==> config.mk <==
export PLATFORM = sky130hd
export DESIGN_NAME = regfile_mp
export DESIGN_NICKNAME = d
export VERILOG_FILES = /design/src/rtl/regfile_pkg.sv /design/src/rtl/regfile_sb.sv /design/src/rtl/regfile_mp.sv
export SDC_FILE = /design/constraint.sdc
export NUM_CORES = 2
export LEC_CHECK = 0
export CAP_MARGIN = 5
export CORE_MARGIN = 2
export CORE_UTILIZATION = 40
export CTS_CLUSTER_DIAMETER = 150
export CTS_CLUSTER_SIZE = 24
export DETAILED_ROUTE_END_ITERATION = 10
export HOLD_SLACK_MARGIN = 0.08
export PLACE_DENSITY_LB_ADDON = 0.25
export SETUP_SLACK_MARGIN = 0.05
export SYNTH_ARGS = -nofsm -noshare
export SYNTH_HDL_FRONTEND = slang
export SYNTH_SLANG_ARGS = --single-unit
==> constraint.sdc <==
create_clock -name CLK -period 6.3 [get_ports CLK]
set_input_delay 1.26 -clock CLK [delete_from_list [all_inputs] [get_ports CLK]]
set_output_delay 1.26 -clock CLK [all_outputs]
set_load 0.01 [all_outputs]
==> src/rtl/regfile_pkg.sv <==
// Shared definitions for the multi-port register file.
// Contents:
//   DEF_DW, DEF_AW, DEF_ENTRY - default data width, address width and entry count
//   slice_lo()                - low bit index of port `port` in a packed multi-port bus
package regfile_pkg;

  localparam int unsigned DEF_DW    = 32;
  localparam int unsigned DEF_AW    = 5;
  localparam int unsigned DEF_ENTRY = 32;

  // Ports are packed side by side; port k occupies [k*width +: width].
  function automatic int unsigned slice_lo(input int unsigned port, input int unsigned width);
    return port * width;
  endfunction

endpackage

==> src/rtl/regfile_sb.sv <==
// Busy-bit scoreboard, one bit per register file entry.
// Ports:
//   CLK, RSTN  - clock (rising edge), asynchronous active-low reset
//   set        - mark entry set_addr busy on the next edge
//   set_addr   - entry to mark busy
//   clr_en     - per write port: clear busy[clr_addr[k]] on the next edge
//   clr_addr   - per write port clear address, packed
//   busy       - current busy bits, entry e at bit e
// A set and a clear to the same entry in one cycle leave the bit set.
// Addresses >= ENTRY never match any entry and are ignored.
module regfile_sb
  import regfile_pkg::*;
#(
  parameter int unsigned AW      = DEF_AW,
  parameter int unsigned ENTRY   = DEF_ENTRY,
  parameter int unsigned NW      = 2,
  parameter int unsigned ZERO_R0 = 1
) (
  input  logic               CLK,
  input  logic               RSTN,
  input  logic               set,
  input  logic [AW-1:0]      set_addr,
  input  logic [NW-1:0]      clr_en,
  input  logic [NW*AW-1:0]   clr_addr,
  output logic [ENTRY-1:0]   busy
);

  logic [AW-1:0]    ca [NW];
  logic [ENTRY-1:0] busy_d, busy_q;

  for (genvar k = 0; k < NW; k++) begin : g_ca
    assign ca[k] = clr_addr[slice_lo(k, AW) +: AW];
  end

  always_comb begin
    busy_d = busy_q;
    for (int unsigned e = 0; e < ENTRY; e++) begin
      for (int unsigned k = 0; k < NW; k++) begin
        if (clr_en[k] && (ca[k] == AW'(e))) busy_d[e] = 1'b0;
      end
      // Set is applied after the clears so it wins a same-cycle collision.
      if (set && (set_addr == AW'(e))) busy_d[e] = 1'b1;
    end
    if (ZERO_R0 != 0) busy_d[0] = 1'b0;
  end

  always_ff @(posedge CLK or negedge RSTN) begin
    if (!RSTN) busy_q <= '0;
    else       busy_q <= busy_d;
  end

  assign busy = busy_q;

endmodule

==> src/rtl/regfile_mp.sv <==
// Multi-port register file with asynchronous reads and a busy scoreboard.
// Optional feature macro: REGFILE_MP_BYPASS_EN
//   defined   - a write in flight is forwarded to any read port addressing the same entry
//               in the same cycle, and that port's BUSY reads 0 (1 if SBSET also hits it)
//   undefined - reads show the contents and scoreboard as they stand before the edge
// Ports:
//   CLK, RSTN  - clock (rising edge), asynchronous active-low reset (clears data and busy)
//   WEN        - per write port enable, active low
//   WA, DI     - write address / data, port k at [k*AW +: AW] / [k*DW +: DW]
//   RA, DOUT   - read address / data, packed the same way
//   SBSET, SBA - mark entry SBA busy on the next edge
//   BUSY       - busy flag of the entry addressed by each read port
// Higher-index write ports win address collisions. Addresses >= ENTRY are ignored and read 0.
// With ZERO_R0 != 0 entry 0 reads 0, ignores writes and is never busy.
module regfile_mp
  import regfile_pkg::*;
#(
  parameter int unsigned DW      = DEF_DW,
  parameter int unsigned AW      = DEF_AW,
  parameter int unsigned ENTRY   = DEF_ENTRY,
  parameter int unsigned NR      = 2,
  parameter int unsigned NW      = 2,
  parameter int unsigned ZERO_R0 = 1
) (
  input  logic               CLK,
  input  logic               RSTN,
  input  logic [NW-1:0]      WEN,
  input  logic [NW*AW-1:0]   WA,
  input  logic [NW*DW-1:0]   DI,
  input  logic [NR*AW-1:0]   RA,
  output logic [NR*DW-1:0]   DOUT,
  input  logic               SBSET,
  input  logic [AW-1:0]      SBA,
  output logic [NR-1:0]      BUSY
);

  logic [AW-1:0]    wa [NW];
  logic [DW-1:0]    di [NW];
  logic [AW-1:0]    ra [NR];
  logic [NW-1:0]    wr_ok;
  logic [DW-1:0]    mem_d [ENTRY];
  logic [DW-1:0]    mem_q [ENTRY];
  logic [ENTRY-1:0] busy;
  logic [DW-1:0]    rd_data [NR];
  logic [NR-1:0]    rd_busy;

  for (genvar k = 0; k < NW; k++) begin : g_wr
    assign wa[k] = WA[slice_lo(k, AW) +: AW];
    assign di[k] = DI[slice_lo(k, DW) +: DW];
    // A write counts only if it lands on a real, writable entry.
    assign wr_ok[k] = ~WEN[k] & (32'(wa[k]) < ENTRY) & ~((ZERO_R0 != 0) && (wa[k] == '0));
  end

  for (genvar j = 0; j < NR; j++) begin : g_rd
    assign ra[j]                       = RA[slice_lo(j, AW) +: AW];
    assign DOUT[slice_lo(j, DW) +: DW] = rd_data[j];
  end
  assign BUSY = rd_busy;

  always_comb begin
    for (int unsigned e = 0; e < ENTRY; e++) begin
      mem_d[e] = mem_q[e];
      // Ascending port order makes the highest-index port win.
      for (int unsigned k = 0; k < NW; k++) begin
        if (wr_ok[k] && (wa[k] == AW'(e))) mem_d[e] = di[k];
      end
    end
  end

  always_ff @(posedge CLK or negedge RSTN) begin
    if (!RSTN) begin
      for (int unsigned e = 0; e < ENTRY; e++) mem_q[e] <= '0;
    end else begin
      for (int unsigned e = 0; e < ENTRY; e++) mem_q[e] <= mem_d[e];
    end
  end

  regfile_sb #(
    .AW      (AW),
    .ENTRY   (ENTRY),
    .NW      (NW),
    .ZERO_R0 (ZERO_R0)
  ) u_sb (
    .CLK      (CLK),
    .RSTN     (RSTN),
    .set      (SBSET),
    .set_addr (SBA),
    .clr_en   (wr_ok),
    .clr_addr (WA),
    .busy     (busy)
  );

  always_comb begin
    for (int unsigned j = 0; j < NR; j++) begin
      rd_data[j] = '0;
      rd_busy[j] = 1'b0;
      for (int unsigned e = 0; e < ENTRY; e++) begin
        if (ra[j] == AW'(e)) begin
          rd_data[j] = mem_q[e];
          rd_busy[j] = busy[e];
        end
      end
`ifdef REGFILE_MP_BYPASS_EN
      // Gated by RSTN so outputs stay 0 throughout reset.
      for (int unsigned k = 0; k < NW; k++) begin
        if (RSTN && wr_ok[k] && (wa[k] == ra[j])) begin
          rd_data[j] = di[k];
          rd_busy[j] = SBSET && (SBA == ra[j]);
        end
      end
`endif
    end
  end

endmodule

==> metrics.cfg <==
[floorplan]
start_util_pct=40.4
die_y_um=418
floorplan.die_area_mm2=0.175
row_count=151
die_w_um=418
design.core.area_mm2=0.170
ioPinCount=160

[synth]
netlist_area_mm2=0.0685
async_reset_ff_share_pct=100
ys_top_cells_by_count=a21oi_1, nor2_1, mux2i_1
yosysWarnings=0
syn_area_per_cell_um2=8.55
yosysSeqAreaShare_pct=38.6
yosysTopAreaCellShare_pct=38.6
yosysTopAreaCell=dfrtp_1
synth_edf_count=0
ys_ff_latch=1055
synthDistinctLibCells=101
postSynthCellCount=8006
yosysMostFrequentCell=a21oi_1
syn_nets=8100
synth_area_leaders=dfrtp_1, mux2i_1, a21oi_1
synth_flop_cell=dfrtp_1

[clock_tree]
h-tree-depth=2
clk_pin_slew_ns=0.10
cts-root-buf=clkbuf_16
clock_latency_ns=0.74
cts_buffers=50
cts_buffer_depth=3
cts_sinks=1055
cts_tree=yes

[global_routing]
track_usage_pct=47.7
grt_first_pass_wirelength_um=580000
antenna_found_initial=36
grt_max_degree=145
grt_pass1_vias=66100
overflow=0

[setup_path]
cp_cell_sequence=buf_6, buf_4, nand2b_1, buf_4, a21oi_1, a2bb2oi_1, a31oi_2, a211oi_1, buf_4, o21ai_0, buf_4, clkdlybuf4s50_1
crit_slowest_cell=a211oi_1
crit_required_ns=5.04
timing.critical_path.mode_cell=buf_4
start_kind=primary input
cp_data_arrival_time_ns=5.14
endpoint_kind=output pin
path_class=in2out
slowest_delay_ns=0.58
crit_fanout=36

[timing]
hold_viol_final=0
drv_slew=0
finalWorstSetupSlack_ns=-0.100
tightest_slew_ns=1.18
period_minus_slack_ns=6.40
period_share_pct=102
relSlewSlack_pct=19.1
setup_violations=8
rsz0062_at_grt=yes
fmax_ghz=0.156
whs_ns=0.410
skew_ns=0

[placement]
portBuffers=159
dp_hpwl_um=310000
place_congestion=1.07
placed_area_mm2=0.0757

[route]
drc=0
totalWireLength_um=429000
via_per_inst=7.02
num_vias=72400
ant_nets=0
drt_iter0_markers=12300
firstDrtPassIters=9
routedWlPerCell_um=41.7

[power]
ir_worst_vdd_uv=231
p_leak_nw=34.6
finalPower_w=0.0214
p_per_area_mw_per_mm2=277

[layout]
drive_gt1_share_pct=13.1
final_area_mm2=0.0773
syn_to_final_growth_pct=12.8
final_net_count=8159

[outcome]
status=finished with violations
violations=negative setup slack

[worst_hold_path]
hold_path_class=reg2reg

[job]
drv_cap=0

-- sequential cells by signal (all words and copies together) (netlist names) --
name and count:
mem_q 1024, u_sb.busy 31
-- final cells by class --
cell class                      count  area (um2)
Timing Repair Buffer              889        7880
Clock buffer                       54        1330
Inverter                           52         199
Clock inverter                      5        58.8
Sequential cell                  1055       26400
Fill cell                       16800       92400
Multi-Input combinational cell   6017       38600
Antenna cell                       20        50.0
Tap cell                         2218        2780
-- cells in the final DEF (no fill, tap or decap), types with 72 or more instances in the layout --
| cell type | synthesis | routed |
|---|---|---|
| mux2i_1 | 1144 | 1144 |
| nand2_1 | 437 | 416 |
| nor3_1 | 80 | 80 |
| clkdlybuf4s50_1 | 0 | 147 |
| a21oi_1 | 1313 | 1312 |
| a221oi_1 | 74 | 74 |
| nand3_1 | 72 | 72 |
| buf_4 | 51 | 668 |
| a22oi_1 | 89 | 89 |
| dfrtp_1 | 1055 | 1055 |
| o22ai_1 | 191 | 180 |
| nor2_1 | 1226 | 1210 |
| o21ai_0 | 495 | 488 |
-- final timing paths --
check | cells after the start | end | from | slack, ns
worst max-delay path | 12 | DOUT[17] | RA[2] | -0.10
worst min-delay path | 0 | mem_q[1009] | mem_q[1009] | 0.41
worst max register to register | 2 | mem_q[278] | mem_q[278] | 5.22
worst min register to register | 0 | mem_q[1009] | mem_q[1009] | 0.41
max in group asynchronous | 2 | mem_q[248] | RSTN | 4.23
min in group asynchronous | 1 | mem_q[953] | RSTN | 0.57
-- power by group --
group	internal, W	switching [W]
sequential	0.00858	0.00249
clock	0.00156	0.00258
combinational	0.00240	0.00376
-- metal layers --
| metal | vias to the layer above | share of wire, % | global-route usage [%] | wire [um] |
|---|---|---|---|---|
| met1 | 36000 | 38 | 62.2 | 164000 |
| li1 | 29100 | - | - | - |
| met2 | 5831 | 41 | 68.5 | 177000 |
| met4 | 36 | 8.0 | 30.6 | 34300 |
| met5 | - | 0.053 | 0 | 229 |
| met3 | 1448 | 12 | 14.1 | 53700 |
-- worst max-delay path, delay by kind of cell --
kind / cells / cell delay, ns
buffers and inverters: 6 / 1.84
AOI/OAI and AO/OA: 5 / 1.90
and+or+nand+nor: 1 / 0.08
-- kinds of logic (layout without fill, tap and decap cells) --
logic type | Yosys count | in the layout | share of synthesized area (%)
other | 0 | 20 | 0
AND/OR/NAND/NOR | 2058 | 2058 | 12.9
flip-flops | 1055 | 1055 | 38.6
multiplexers | 1240 | 1240 | 19.0
buffers and inverters | 934 | 1000 | 6.05
AO/OA/AOI/OAI | 2719 | 2719 | 23.6
-- stage by stage --
step | setup WS [ns] | cells | util, % | setup TNS [ns]
floorplan | 2.03 | 8006 | - | 0
global placement | -0.431 | 10200 | 44.6 | -0.634
detailed placement | -0.109 | 10200 | 44.6 | -0.253
CTS | 0.0601 | 10300 | 45.5 | 0
global route | 0.0561 | 10300 | 45.5 | 0
finish | -0.100 | 10300 | 45.5 | -0.468
-- timing repair --
action / 4_1_cts / 5_1_grt
hold endpoints to repair: 0 / 0
endpoints found under the setup margin: 7 / 14
buffers inserted: 3 / 2
hold buffers: 0 / 0
pin swaps: 1 / 1
resized for setup: 7 / 11
Power figures use the tool's default switching activity.
